### src/rtl/neopixel_rx.sv
// neopixel_rx: APB3 peripheral that decodes a WS2812 single-wire stream into 24-bit pixel words.
// Pulse widths are measured in PCLK cycles; completed words land in a small FIFO read over APB.
module neopixel_rx #(
    parameter int THRESH       = 48,
    parameter int MIN_HIGH     = 8,
    parameter int MAX_HIGH     = 90,
    parameter int RESET_CYCLES = 4000,
    parameter int FIFO_DEPTH   = 4
) (
    input  logic        PCLK,
    input  logic        PRESERN,
    input  logic        PSEL,
    input  logic        PENABLE,
    input  logic        PWRITE,
    input  logic [31:0] PADDR,
    input  logic [31:0] PWDATA,
    output logic [31:0] PRDATA,
    output logic        PREADY,
    output logic        PSLVERR,
    input  logic        np_in,
    output logic        irq
);

    localparam int AW = $clog2(FIFO_DEPTH);
    localparam int CW = AW + 1;

    typedef enum logic [1:0] {
        S_SYNC,
        S_IDLE,
        S_HIGH,
        S_LOW
    } state_t;

    state_t r_state, w_state_nxt;

    logic          r_np_s1, r_np_s2, r_np_d;
    logic          w_rise, w_fall;
    logic [13:0]   r_cnt;
    logic [14:0]   w_width;
    logic          w_low_done;

    logic [4:0]    r_bitcnt;
    logic [23:0]   r_shift;
    logic          w_shift_en, w_bit, w_bitcnt_clr, w_push, w_set_perr, w_set_fdone;

    logic          r_enable, r_irq_en;
    logic          r_ovf, r_perr, r_fdone;

    logic [23:0]   r_mem [FIFO_DEPTH];
    logic [AW-1:0] r_wptr, r_rptr;
    logic [CW-1:0] r_count;
    logic          w_full, w_empty, w_push_ok, w_pop, w_flush, w_ovf_set;

    logic          w_wr, w_rd, w_w1c, w_ctrl_wr;
    logic [1:0]    w_sel;
    logic          w_busy;
    logic          w_unused;

    assign PREADY   = 1'b1;
    assign PSLVERR  = 1'b0;
    assign w_unused = &{1'b0, PADDR[31:4], PADDR[1:0], PWDATA[31:4]};

    // Two-flop synchronizer plus a delayed copy for edge detection.
    always_ff @(posedge PCLK or negedge PRESERN) begin
        if (!PRESERN) begin
            r_np_s1 <= 1'b0;
            r_np_s2 <= 1'b0;
            r_np_d  <= 1'b0;
        end else begin
            r_np_s1 <= np_in;
            r_np_s2 <= r_np_s1;
            r_np_d  <= r_np_s2;
        end
    end

    assign w_rise = r_np_s2 & ~r_np_d;
    assign w_fall = ~r_np_s2 & r_np_d;

    always_ff @(posedge PCLK or negedge PRESERN) begin
        if (!PRESERN) begin
            r_cnt <= '0;
        end else if (w_rise || w_fall) begin
            r_cnt <= '0;
        end else if (r_cnt != 14'h3FFF) begin
            r_cnt <= r_cnt + 14'd1;
        end
    end

    // Width of the level that has just ended (or has lasted so far) including this cycle.
    assign w_width    = {1'b0, r_cnt} + 15'd1;
    assign w_low_done = ~r_np_s2 & ~w_fall & (w_width >= 15'(RESET_CYCLES));

    always_ff @(posedge PCLK or negedge PRESERN) begin
        if (!PRESERN) begin
            r_state <= S_SYNC;
        end else begin
            r_state <= w_state_nxt;
        end
    end

    always_comb begin
        w_state_nxt  = r_state;
        w_shift_en   = 1'b0;
        w_bit        = (w_width >= 15'(THRESH));
        w_bitcnt_clr = 1'b0;
        w_push       = 1'b0;
        w_set_perr   = 1'b0;
        w_set_fdone  = 1'b0;
        if (!r_enable) begin
            w_state_nxt  = S_SYNC;
            w_bitcnt_clr = 1'b1;
        end else begin
            case (r_state)
                S_SYNC: begin
                    if (w_low_done) w_state_nxt = S_IDLE;
                end
                S_IDLE: begin
                    if (w_rise) begin
                        w_state_nxt  = S_HIGH;
                        w_bitcnt_clr = 1'b1;
                    end
                end
                S_HIGH: begin
                    if (w_fall) begin
                        if ((w_width < 15'(MIN_HIGH)) || (w_width > 15'(MAX_HIGH))) begin
                            w_set_perr  = 1'b1;
                            w_state_nxt = S_SYNC;
                        end else begin
                            w_shift_en  = 1'b1;
                            w_state_nxt = S_LOW;
                        end
                    end else if (w_width > 15'(MAX_HIGH + 1)) begin
                        w_set_perr  = 1'b1;
                        w_state_nxt = S_SYNC;
                    end
                end
                S_LOW: begin
                    if (r_bitcnt == 5'd24) begin
                        w_push       = 1'b1;
                        w_bitcnt_clr = 1'b1;
                    end
                    if (w_rise) begin
                        w_state_nxt = S_HIGH;
                    end else if (w_low_done) begin
                        w_set_fdone  = 1'b1;
                        w_bitcnt_clr = 1'b1;
                        w_state_nxt  = S_IDLE;
                        if ((r_bitcnt != 5'd0) && (r_bitcnt != 5'd24)) w_set_perr = 1'b1;
                    end
                end
                default: w_state_nxt = S_SYNC;
            endcase
        end
    end

    // Bits arrive MSB first; a partial word is discarded by simply restarting bit_cnt.
    always_ff @(posedge PCLK or negedge PRESERN) begin
        if (!PRESERN) begin
            r_bitcnt <= '0;
            r_shift  <= '0;
        end else begin
            if (w_bitcnt_clr) begin
                r_bitcnt <= '0;
            end else if (w_shift_en) begin
                r_bitcnt <= r_bitcnt + 5'd1;
            end
            if (w_shift_en) r_shift <= {r_shift[22:0], w_bit};
        end
    end

    assign w_busy    = (r_state == S_HIGH) || (r_state == S_LOW);
    assign w_sel     = PADDR[3:2];
    assign w_wr      = PSEL & PENABLE & PWRITE;
    assign w_rd      = PSEL & PENABLE & ~PWRITE;
    assign w_w1c     = w_wr & (w_sel == 2'd1);
    assign w_ctrl_wr = w_wr & (w_sel == 2'd2);

    assign w_full    = (r_count == CW'(FIFO_DEPTH));
    assign w_empty   = (r_count == '0);
    assign w_flush   = w_ctrl_wr & PWDATA[2];
    assign w_pop     = w_rd & (w_sel == 2'd0) & ~w_empty;
    assign w_push_ok = w_push & ~w_full;
    assign w_ovf_set = w_push & w_full & ~w_flush;

    // Flush overrides any push or pop landing in the same cycle.
    always_ff @(posedge PCLK or negedge PRESERN) begin
        if (!PRESERN) begin
            r_wptr  <= '0;
            r_rptr  <= '0;
            r_count <= '0;
        end else if (w_flush) begin
            r_wptr  <= '0;
            r_rptr  <= '0;
            r_count <= '0;
        end else begin
            if (w_push_ok) r_wptr <= r_wptr + AW'(1);
            if (w_pop)     r_rptr <= r_rptr + AW'(1);
            r_count <= r_count + CW'(w_push_ok) - CW'(w_pop);
        end
    end

    always_ff @(posedge PCLK) begin
        if (w_push_ok && !w_flush) r_mem[r_wptr] <= r_shift;
    end

    always_ff @(posedge PCLK or negedge PRESERN) begin
        if (!PRESERN) begin
            r_ovf    <= 1'b0;
            r_perr   <= 1'b0;
            r_fdone  <= 1'b0;
            r_enable <= 1'b0;
            r_irq_en <= 1'b0;
        end else begin
            r_ovf   <= w_ovf_set   | (r_ovf   & ~(w_w1c & PWDATA[3]));
            r_perr  <= w_set_perr  | (r_perr  & ~(w_w1c & PWDATA[2]));
            r_fdone <= w_set_fdone | (r_fdone & ~(w_w1c & PWDATA[1]));
            if (w_ctrl_wr) begin
                r_enable <= PWDATA[0];
                r_irq_en <= PWDATA[1];
            end
        end
    end

    always_comb begin
        PRDATA = '0;
        if (PSEL) begin
            case (w_sel)
                2'd0:    if (!w_empty) PRDATA = {7'b0, 1'b1, r_mem[r_rptr]};
                2'd1:    PRDATA = {24'b0, 4'(r_count), r_ovf, r_perr, r_fdone, w_busy};
                2'd2:    PRDATA = {30'b0, r_irq_en, r_enable};
                default: PRDATA = '0;
            endcase
        end
    end

    assign irq = r_irq_en & ~w_empty;

endmodule

### config.mk
export PLATFORM = sky130hd
export DESIGN_NAME = neopixel_rx
export DESIGN_NICKNAME = d
export VERILOG_FILES = /design/src/rtl/neopixel_rx.sv
export SDC_FILE = /design/constraint.sdc
export NUM_CORES = 1
export LEC_CHECK = 0
export CORE_MARGIN = 2
export CORE_UTILIZATION = 54
export DETAILED_ROUTE_END_ITERATION = 8
export PLACE_DENSITY = 0.9
export SLEW_MARGIN = 0
export SYNTH_ARGS = -nofsm -noshare
export SYNTH_HDL_FRONTEND = slang
export SYNTH_SLANG_ARGS = --single-unit
### constraint.sdc
create_clock -name PCLK -period 3.4 [get_ports PCLK]
set_clock_uncertainty 0.15 [all_clocks]
set_input_delay 0.68 -clock PCLK [delete_from_list [all_inputs] [get_ports PCLK]]
set_output_delay 0.68 -clock PCLK [all_outputs]
set_load 0.02 [all_outputs]
After elaboration in Yosys (flattened, before gate mapping)
Memories as Yosys holds them, arrays and structs flattened.
Index checks and enable logic that the tools add are counted.
Cells by class
  bitwise logic cells: 35
  multiplexer cells: 46
  reductions and logical operators: 15
  equal/unequal tests: 11
  divide/modulo/power cells: 0
  $add $sub $neg: 7
  multiply operators: 0
  shifts and indexed selects: 0
  magnitude comparators: 5
Operator list (count)
  $pmux W32 S3: 1
  $mux W32: 1
  $gt A15 B7 Y1 const B: 2
  $mux W14: 2
  $mux W25: 1
  $mux W1: 24
  $and A1 B1 Y1: 22
  $mux W2: 11
  $add A14 B1 Y15 const B: 1
  $ge A15 B12 Y1 const B: 1
  $ge A15 B6 Y1 const B: 1
  $lt A15 B4 Y1 const B: 1
  $add A14 B1 Y14 const B: 1
  $ne A14 B14 Y1 const B: 1
  $mux W5: 2
  $not A1 Y1: 10
  $pmux W2 S4: 1
  $reduce_bool A2 Y1: 4
  $eq A2 B2 Y1 const B: 3
  $add A5 B1 Y5 const B: 1
  $eq A5 B5 Y1 const B: 1
  $ne A5 B5 Y1 const B: 1
  $reduce_bool A5 Y1: 1
  $add A2 B1 Y2 const B: 2
  15 further kinds: 23
Storage, ports and cells
  word-level logic and storage cells: 135
  memory bits (read-only): 0
  bits in registers: 60
  memories kept: 1
  latch bits: 0
  output and inout port bits: 35
  memory bits (writable): 96
Memories
  r_mem: words 4, bits a word 24, rd ports 1, clocked after memory_dff 0, wr ports 1, RTL line 49  | logic [23:0] r_mem [FIFO_DEPTH];

Logic depth before layout (Yosys ltp)
Gate-level depths: netlist (run 1).
  depth after elaboration: 10
  depth in mapped cells: 12
  depth with buffers taken out: 12

Worst setup path after synthesis (run 1)
OpenSTA, ideal clock, no wires.
  kind: reg2out
  start point: register r_rptr[0]
  end point: output PRDATA[11]
  required time: 2.570 ns
  arrival: 2.057 ns
  path slack: 0.513 ns
  stages on the path, launching flop included: 5
  path through: dfrtp_1 -> clkbuf_1 -> buf_1 -> mux4_2 -> and3_1
On the way
  cells in the longest elaborated chain, start to end: 4
RTL lines
  start, declared: RTL line 50  | logic [AW-1:0] r_wptr, r_rptr;
  start signal, assigned: RTL line 197  | if (w_pop) r_rptr <= r_rptr + AW'(1);
  $mem_v2 Z4 W24
  $mux W25: RTL line 228  | 2'd0: if (!w_empty) PRDATA = {7'b0, 1'b1, r_mem[r_rptr]};
  $pmux W32 S3: RTL line 227  | case (w_sel)
  $mux W32: RTL line 226  | if (PSEL) begin
  end, declared: RTL line 17  | output logic [31:0] PRDATA,
No other way between the ends.

Final worst setup path (run 1)
  start point: input PADDR[2]
  end point: output PRDATA[17]
On the way
  cells in the longest elaborated chain, start to end: 3
  elaborated cells between the ends (all ways): 5
  classes of those cells: 2 x eq/ne; 2 x mux; 1 x reduce/logical
RTL lines
  start, declared: RTL line 15  | input logic [31:0] PADDR,
  $eq A2 B2 Y1, or another cell as far along: RTL line 227
  $pmux W32 S3 *: RTL line 227
  $mux W32 *: RTL line 226
Mark *: on every way between the ends. The rest lies on a longest branch, timed or not.

==> metrics.txt, run 1 <==
PortBufs 37; IO Count 105; CTS clock-pin slew for the worst setup and hold paths about 0.060 ns; share of layout cells above drive strength 1 14.29%; CP peak stage delay about 0.67 ns; drt total wl around 15 mm; final setup vio count 0; area growth from synthesis to layout 15.32%; slew margin rel. 49.74%; WL/cell ~20 µm; dpl hpwl 8.720 mm; CTS tree done; die area 14,170 µm²; most common cell after layout, fill and taps aside nand2_1; CTS Hold Bufs 0; Top Layer Used met4; Fin Hold WS 0.07733 ns; mapped cell area approximately 7100 µm²; status complete, no violations; DP Worst Slack -0.02932 ns; CORE AREA roughly 13,000 µm²; Cells after Synth between 500 and 600; drt first pass iters 5; clk sinks 156; synthesized area per cell 13.11 µm²; Hold Path Class in2async; final hold vios 0; fillers 853; Max Clk Rate 295.5 MHz; Layout Utilization 62.98%; pwr dens 546.2 nW/µm²; Inserted Clock Buffers 17; clk_lat worst skew 0.43 ns; vias in the first global route between 4,000 and 5,000; initial core utilization between 50% and 60%; Worst-Margin Slew 0.7421 ns; kind of critical path in2out; clock period minus worst slack 3.385 ns; async set-reset flop share out of synthesis 38.46%; Main synth FF type edfxtp_1; worst-case reg-to-reg path depth 7; Max clock buf depth 2; drt initial violations 469; start of the worst register-to-register path r_cnt[0]; metal2 WL 7.485 mm; total grt overflow 0; vias post-DR about 4,600; Inst Count DP 739; post-synth cell types 68; pin count of the biggest net entering global routing 27; Die H 119.0 µm; #FFs+latches synth 156; reg2reg setup slack 0.20 ns; DRC viols 0; met3 WL 1.079 mm; GPL Wtd Cong 0.8398; Non-Filler Instances 771; unrepaired setup endpoints after global routing no; Vias/cell 5.913; sequential element share of the synthesized area 61.36%; Crit-path slowest cell clkdlybuf4s50_1; Chip Width 119.0 µm; Detail Route Antenna Nets 0; WL met1 6.219 mm; MaxCap Viol Count 0; Layout Nets 666; CP required around 2.6 ns; FF-to-FF End r_bitcnt[2]; Post-synth EDFFs 96; Tcrit/Tclk final 99.55%; ANT cells 0; commonest cells after routing, fill and taps aside nand2_1, edfxtp_1, dfrtp_1, clkdlybuf4s50_1, mux4_2; Yosys warnings 0; Worst Setup End Kind output pin; initial antenna violation count 0; Final Max Tran Viols 0; crit-path most repeated cell clkdlybuf4s50_1; crit-path cells clkdlybuf4s50_1, nor3_2, buf_4, and3_1, clkdlybuf4s50_1; Setup WS post-layout around 0.015 ns; CP Launch Type input pin; Pleak 3.516 nW; total negative slack 0 ns; worst-path fanout max 15; all-layer global routing usage 22.49%; Rows 42; VDD IR max 0.3281 mV; Worst EP arrival 2.55 ns; CTS root buf clkbuf_16; H-tree levels 4; largest area contributor in the netlist edfxtp_1; Synth top area share 40.34%; first-pass GRT wire length ~24 mm; Area contributors post-synth edfxtp_1, dfrtp_1, mux4_2
-- layout make-up --
| type | count | area (µm²) | share of cell area, % |
|---|---|---|---|
| sequential | 156 | 4384 | 53.20 |
| clock buffer | 18 | 429.2 | 5.208 |
| timing repair buffer | 53 | 524.3 | 6.362 |
| tap | 176 | 220.2 | 2.672 |
| multi-input combinational | 339 | 2496 | 30.29 |
| clock inverter | 14 | 130.1 | 1.579 |
| inverter | 15 | 56.30 | 0.6833 |
-- per-stage QoR --
step           total power [mW]  cell area, µm²
2_1_floorplan             2.562            7172
3_3_place_gp              2.721            7680
3_5_place_dp              2.745            7680
4_1_cts                   4.524            8238
5_1_grt                   4.646            8240
6_report                  4.501            8240
-- state kept, by name, indices dropped and copies added, names as in the netlist --
signal    flops
r_fdone       1
r_cnt        14
r_np_s2       1
r_np_s1       1
r_rptr        2
r_perr        1
r_mem        96
r_state       2
r_shift      24
r_bitcnt      5
r_np_d        1
r_wptr        2
r_enable      1
r_ovf         1
r_count       3
r_irq_en      1
-- synthesized netlist by cell type (3+ instances only) --
master	count
o211ai_1	3
nor3_1	6
a22oi_1	8
xor2_1	5
nand3_1	13
buf_4	12
mux4_2	24
and4_1	3
nor2b_1	10
buf_2	6
xnor2_1	16
nand2_1	99
a21boi_0	4
buf_6	4
edfxtp_1	96
inv_1	15
buf_1	3
and3_1	19
nand4_1	4
dfrtp_1	60
and2_1	6
clkbuf_1	17
o21ai_0	5
ha_1	13
nor2_1	23
mux2i_1	4
a21oi_1	17
-- what timing repair did --
item | in CTS | in global routing
gates cloned | 0 | 0
setup buffers | 0 | 0
endpoints found under the setup margin | 1 | 1
gates resized for setup | 1 | 1
pin swaps | 0 | 0
-- power by group --
part           switching [mW]  internal [mW]
logic                   0.326          0.268
registers              0.0632           2.05
clock network           0.832          0.962
-- routing by layer --
| layer | global-route usage, % | vias up |
|---|---|---|
| li1 | - | 2040 |
| met1 | 30.65 | 2255 |
| met2 | 35.88 | 236 |
| met3 | 4.789 | 28 |
| met4 | 8.557 | 0 |
| met5 | 0 | - |
-- cell families after synthesis --
family,synth area share (%)
other,0.1051
AND/OR/NAND/NOR,14.27
buffers and inverters,4.150
AO/OA/AOI/OAI,6.549
XOR/XNOR,2.574
multiplexers,8.440
flip-flops,61.36
adder cells (fa/ha/maj),2.557
-- critical path, delay by kind of cell --
kind	cells	cell delay, ns
and+or+nand+nor	2	0.47
buffers and inverters	3	1.39
-- how the worst max path moves through the flow --
| stage | start | end | slack (ns) |
|---|---|---|---|
| 2_1_floorplan | r_rptr[0] | PRDATA[11] | 0.51 |
| 3_3_place_gp | PADDR[2] | PRDATA[1] | 0.07 |
| 3_5_place_dp | PADDR[2] | PRDATA[1] | -0.03 |
| 4_1_cts | PADDR[2] | PRDATA[17] | 0.02 |
| 5_1_grt | PADDR[2] | PRDATA[17] | 0.004 |
| 6_report | PADDR[2] | PRDATA[17] | 0.02 |
(Power assumes the default switching activity.)
==> inputs of run 2 (changes only) <==
Settings changed: CORE_MARGIN 2 to unset, SETUP_SLACK_MARGIN set to 0.5.
==> metrics.txt, run 2 (synthesized netlist as in run 1, its figures left out) <==
status complete, no violations; initial antenna violation count 0; Flop pwr share 42.2%; CTS root buf clkbuf_16; initial core utilization 55.94%; area growth from synthesis to layout 20.66%; Top reg by flops r_mem; clock share of power 39.4%; drt first pass iters 5; Layout Nets about 690; worst-path fanout max 5; max FFs per register 96; Max Clk Rate 344.6 MHz; Max clock buf depth 2; Worst Setup End Kind output pin; crit-path cells buf_12, buf_6, mux4_2, a22oi_2, nor2_1, buf_4; Non-Filler Instances slightly below 800; WL/cell 21.94 µm; total grt overflow 0; share of layout cells above drive strength 1 25.89%; IO Count 105; final instance area roughly 8600 µm²; Final Max Tran Viols 0; clk_lat worst skew around 0.43 ns; Chip Width 117.0 µm; Crit-path slowest cell mux4_2; pwr dens 591.4 nW/µm²; H-tree levels 4; fillers ~770; final setup vio count 0; drt initial violations 614; all-layer global routing usage 26.97%; most common cell after layout, fill and taps aside nand2_1; CTS tree done; biggest regs r_mem (96), r_shift (24), r_cnt (14); Detail Route Antenna Nets 0; first-pass GRT wire length 26.50 mm; Vias/cell 6.303; pin count of the biggest net entering global routing 26; final hold vios 0; unrepaired setup endpoints after global routing yes; CP required 2.57 ns; Inst Count DP 734; Comb power frac 18.4%; total negative slack 0 ns; sw frac a little over a quarter; Hold Path Class in2async; slew margin rel. 57.97%; switching power total 1.358 mW; DRC viols 0; Rows between 40 and 50; CP Launch Type register; Int Pwr 3.741 mW; Pleak 3.758 nW; Inserted Clock Buffers 17; vias post-DR 4,979; commonest cells after routing, fill and taps aside nand2_1, edfxtp_1, dfrtp_1, buf_4, mux4_2; Worst-Margin Slew 0.6305 ns; VDD IR max 0.4551 mV; die area approximately 14,000 µm²; drt total wl 17.33 mm; kind of critical path reg2out; Setup WS post-layout 0.4978 ns; clk sinks 156; PortBufs 37; dpl cell area 7655 µm²; DP Worst Slack 0.02922 ns; dpl hpwl 8.966 mm; GPL Wtd Cong 0.8549; CTS clock-pin slew for the worst setup and hold paths roughly 0.070 ns; Worst EP arrival 2.07 ns; clock period minus worst slack 2.902 ns; vias in the first global route 4,926; CP peak stage delay roughly 0.55 ns; CORE AREA 12,770 µm²; Die H 117.0 µm; Tcrit/Tclk final 85.36%; MaxCap Viol Count 0; ANT cells 0
-- run 2: worst paths after layout --
check,start,to,slack [ns],cells after the start
min in group PCLK,r_np_s1,r_np_s2,0.22,0
setup reg to reg,r_cnt[6],r_bitcnt[2],0.55,8
setup / recovery,r_rptr[0],PRDATA[2],0.50,6
hold reg to reg,r_np_s1,r_np_s2,0.22,0
max in group asynchronous,PRESERN,r_shift[20],2.39,2
hold / removal,PRESERN,r_cnt[13],0.02,1
-- run 2: worst max-delay path: cells and delay by family, from the launching register on --
kind | cells | cell delay [ns]
AO/OA/AOI/OAI | 1 | 0.15
buffers and inverters | 3 | 0.41
flip-flops | 1 | 0.47
multiplexers | 1 | 0.55
AND/OR/NAND/NOR | 1 | 0.06
-- run 2: metrics by stage --
stage	hold WS, ns	power [mW]	utilization [%]
finish	0.01554	5.099	67.50
global route	0.04404	5.245	67.50
CTS	0.02245	5.029	66.75
detailed placement	0.2070	2.743	59.93
global placement	0.2026	2.717	59.93
floorplan	0.1812	2.562	-
-- run 2: per-layer routing --
metal	global-route usage, %	wire length, µm
met1	34.05	6541
met4	14.18	661
met3	6.437	1531
met5	0	0
met2	43.75	8594
-- run 2: power by group through the flow --
stage	Sequential (mW)	Combinational, mW	Clock, mW
final	2.15	0.937	2.01
after global routing	2.16	0.990	2.10
after CTS	2.14	0.873	2.02
after detailed placement	2.15	0.593	0
after global placement	2.14	0.574	0
after floorplan	2.13	0.435	0
-- run 2: cell type report --
cell class | instances | area (µm²) | area share, %
flip-flops and latches | 156 | 4393 | 50.95
multi-input cells | 339 | 2639 | 30.61
repair buffers | 76 | 696.9 | 8.083
clock buffers | 17 | 425.4 | 4.934
well taps | 172 | 215.2 | 2.496
clock inverters | 15 | 196.4 | 2.278
inverters | 15 | 56.30 | 0.6530
-- run 2: timing repair --
item | CTS | global route
setup buffers | 16 | 4
gates resized for setup | 116 | 40
endpoints found under the setup margin | 55 | 49
hold buffers | 0 | 0
gates cloned | 4 | 0
pin swaps | 2 | 11
==> inputs of run 3 (changes only) <==
Settings changed: ABC_CLOCK_PERIOD_IN_PS set to 3400, HOLD_SLACK_MARGIN set to 0.06.
==> metrics.txt, run 3 (synthesized netlist as in run 1, its figures left out) <==
Chip Width 117.0 µm; drt initial violations 654; CP required between 2 and 3 ns; pin count of the biggest net entering global routing 26; Rows 41; Top reg by flops r_mem; initial core utilization 55.94%; MaxCap Viol Count 0; GPL Wtd Cong between 0.8 and 0.9; status complete, no violations; die area ~14,000 µm²; VDD IR max 0.4549 mV; dpl hpwl between 8 and 9 mm; biggest regs r_mem (96), r_shift (24), r_cnt (14); Layout Nets between 600 and 700; initial antenna violation count 0; total negative slack 0 ns; Worst EP arrival 2.07 ns; most common cell after layout, fill and taps aside nand2_1; worst-path fanout max 5; Vias/cell between 6 and 7; Comb power frac 18.4%; WL/cell 21.84 µm; drt total wl about 17 mm; Int Pwr 3.742 mW; Inserted Clock Buffers 17; Crit-path slowest cell mux4_2; clk_lat worst skew between 0.4 and 0.5 ns; unrepaired setup endpoints after global routing yes; total grt overflow 0; vias in the first global route about 4,900; H-tree levels 4; share of layout cells above drive strength 1 25.85%; ANT cells 0; final setup vio count 0; switching power total 1.355 mW; CTS clock-pin slew for the worst setup and hold paths 0.07 ns; PortBufs 37; Fin Hold WS 0.2177 ns; DRC viols 0; pwr dens 590.4 nW/µm²; commonest cells after routing, fill and taps aside nand2_1, edfxtp_1, dfrtp_1, buf_4, mux4_2; Worst-Margin Slew 0.6087 ns; kind of critical path reg2out; max FFs per register between 90 and 100; dpl cell area 7655 µm²; crit-path cells buf_12, buf_6, mux4_2, a22oi_2, nor2_1, buf_4; CTS root buf clkbuf_16; CP peak stage delay 0.55 ns; CTS tree done; slew margin rel. 59.42%; area growth from synthesis to layout 20.80%; Worst Setup End Kind output pin; clock share of power about 39%; final hold vios 0; Tcrit/Tclk final 85.32%; Hold Path Class reg2reg; Pleak between 3 and 4 nW; clock period minus worst slack 2.901 ns; Max Clk Rate 344.7 MHz; drt first pass iters 5; vias post-DR 4,953; first-pass GRT wire length about 27 mm; clk sinks 156; CORE AREA 12,770 µm²; IO Count 105; all-layer global routing usage 26.97%; final instance area about 8600 µm²; Flop pwr share 42.3%; Detail Route Antenna Nets 0; sw frac 26.58%; Max clock buf depth 2; Final Max Tran Viols 0; Die H ~120 µm; CP Launch Type register
run 3: changes by cell type in the layout (fill, tap and decap cells not counted):
cell / previous run / this run
dlygate4sd3_1: 0 / 1
run 3: critical path, delay by kind of cell, from the launching register on:
family                 cells  cell delay, ns
AOI/OAI and AO/OA          1            0.15
buffers and inverters      3            0.41
DFF                        1            0.47
muxes                      1            0.55
and+or+nand+nor            1            0.06
run 3: stage by stage:
stage	total power [mW]	cells	util [%]	worst slack (ns)
global placement	2.717	734	59.93	0.04769
detailed placement	2.743	734	59.93	0.02922
CTS	5.030	787	66.82	0.3031
global route	5.246	791	67.58	0.4337
finish	5.097	791	67.58	0.4991
floorplan	2.562	552	-	0.5133
run 3: path summary, 6_finish.rpt:
check | start | slack (ns) | cells past startpoint | end
max in group asynchronous | PRESERN | 1.85 | 3 | r_shift[20]
min in group asynchronous | PRESERN | 0.56 | 2 | r_cnt[9]
hold / removal | r_np_s1 | 0.22 | 0 | r_np_s2
setup reg to reg | r_cnt[6] | 0.57 | 8 | r_bitcnt[4]
hold reg to reg | r_np_s1 | 0.22 | 0 | r_np_s2
setup / recovery | r_rptr[0] | 0.50 | 6 | PRDATA[2]
run 3: routing by layer:
| metal | wire length, µm | track usage, % | share of wire [%] |
|---|---|---|---|
| met3 | 1437 | 6.437 | 8.3 |
| met5 | 0 | 0 | 0 |
| met1 | 6597 | 34.05 | 38 |
| met4 | 662 | 14.18 | 3.8 |
| met2 | 8574 | 43.75 | 50 |
run 3: cell type report:
class	count	area, µm²
fillers	773	4141
well taps	172	215.2
clock inverters	15	196.4
clock buffers	17	425.4
multi-input cells	339	2639
repair buffers	77	706.9
inverters	15	56.30
flip-flops and latches	156	4393
run 3: what timing repair did:
item                                    4_1_cts  5_1_grt
buffers inserted                             16        4
hold buffers                                  1        0
endpoints found under the setup margin       55       49
cloned                                        4        0
endpoints found under the hold margin        16        0
pin swaps                                     2       11
resized for setup                           116       40
run 3: power by group through the flow:
stage / clock network [mW] / registers, mW / logic, mW
after floorplan: 0 / 2.13 / 0.435
after global placement: 0 / 2.14 / 0.574
after detailed placement: 0 / 2.15 / 0.593
after CTS: 2.02 / 2.14 / 0.874
after global routing: 2.10 / 2.16 / 0.991
final: 2.01 / 2.15 / 0.937
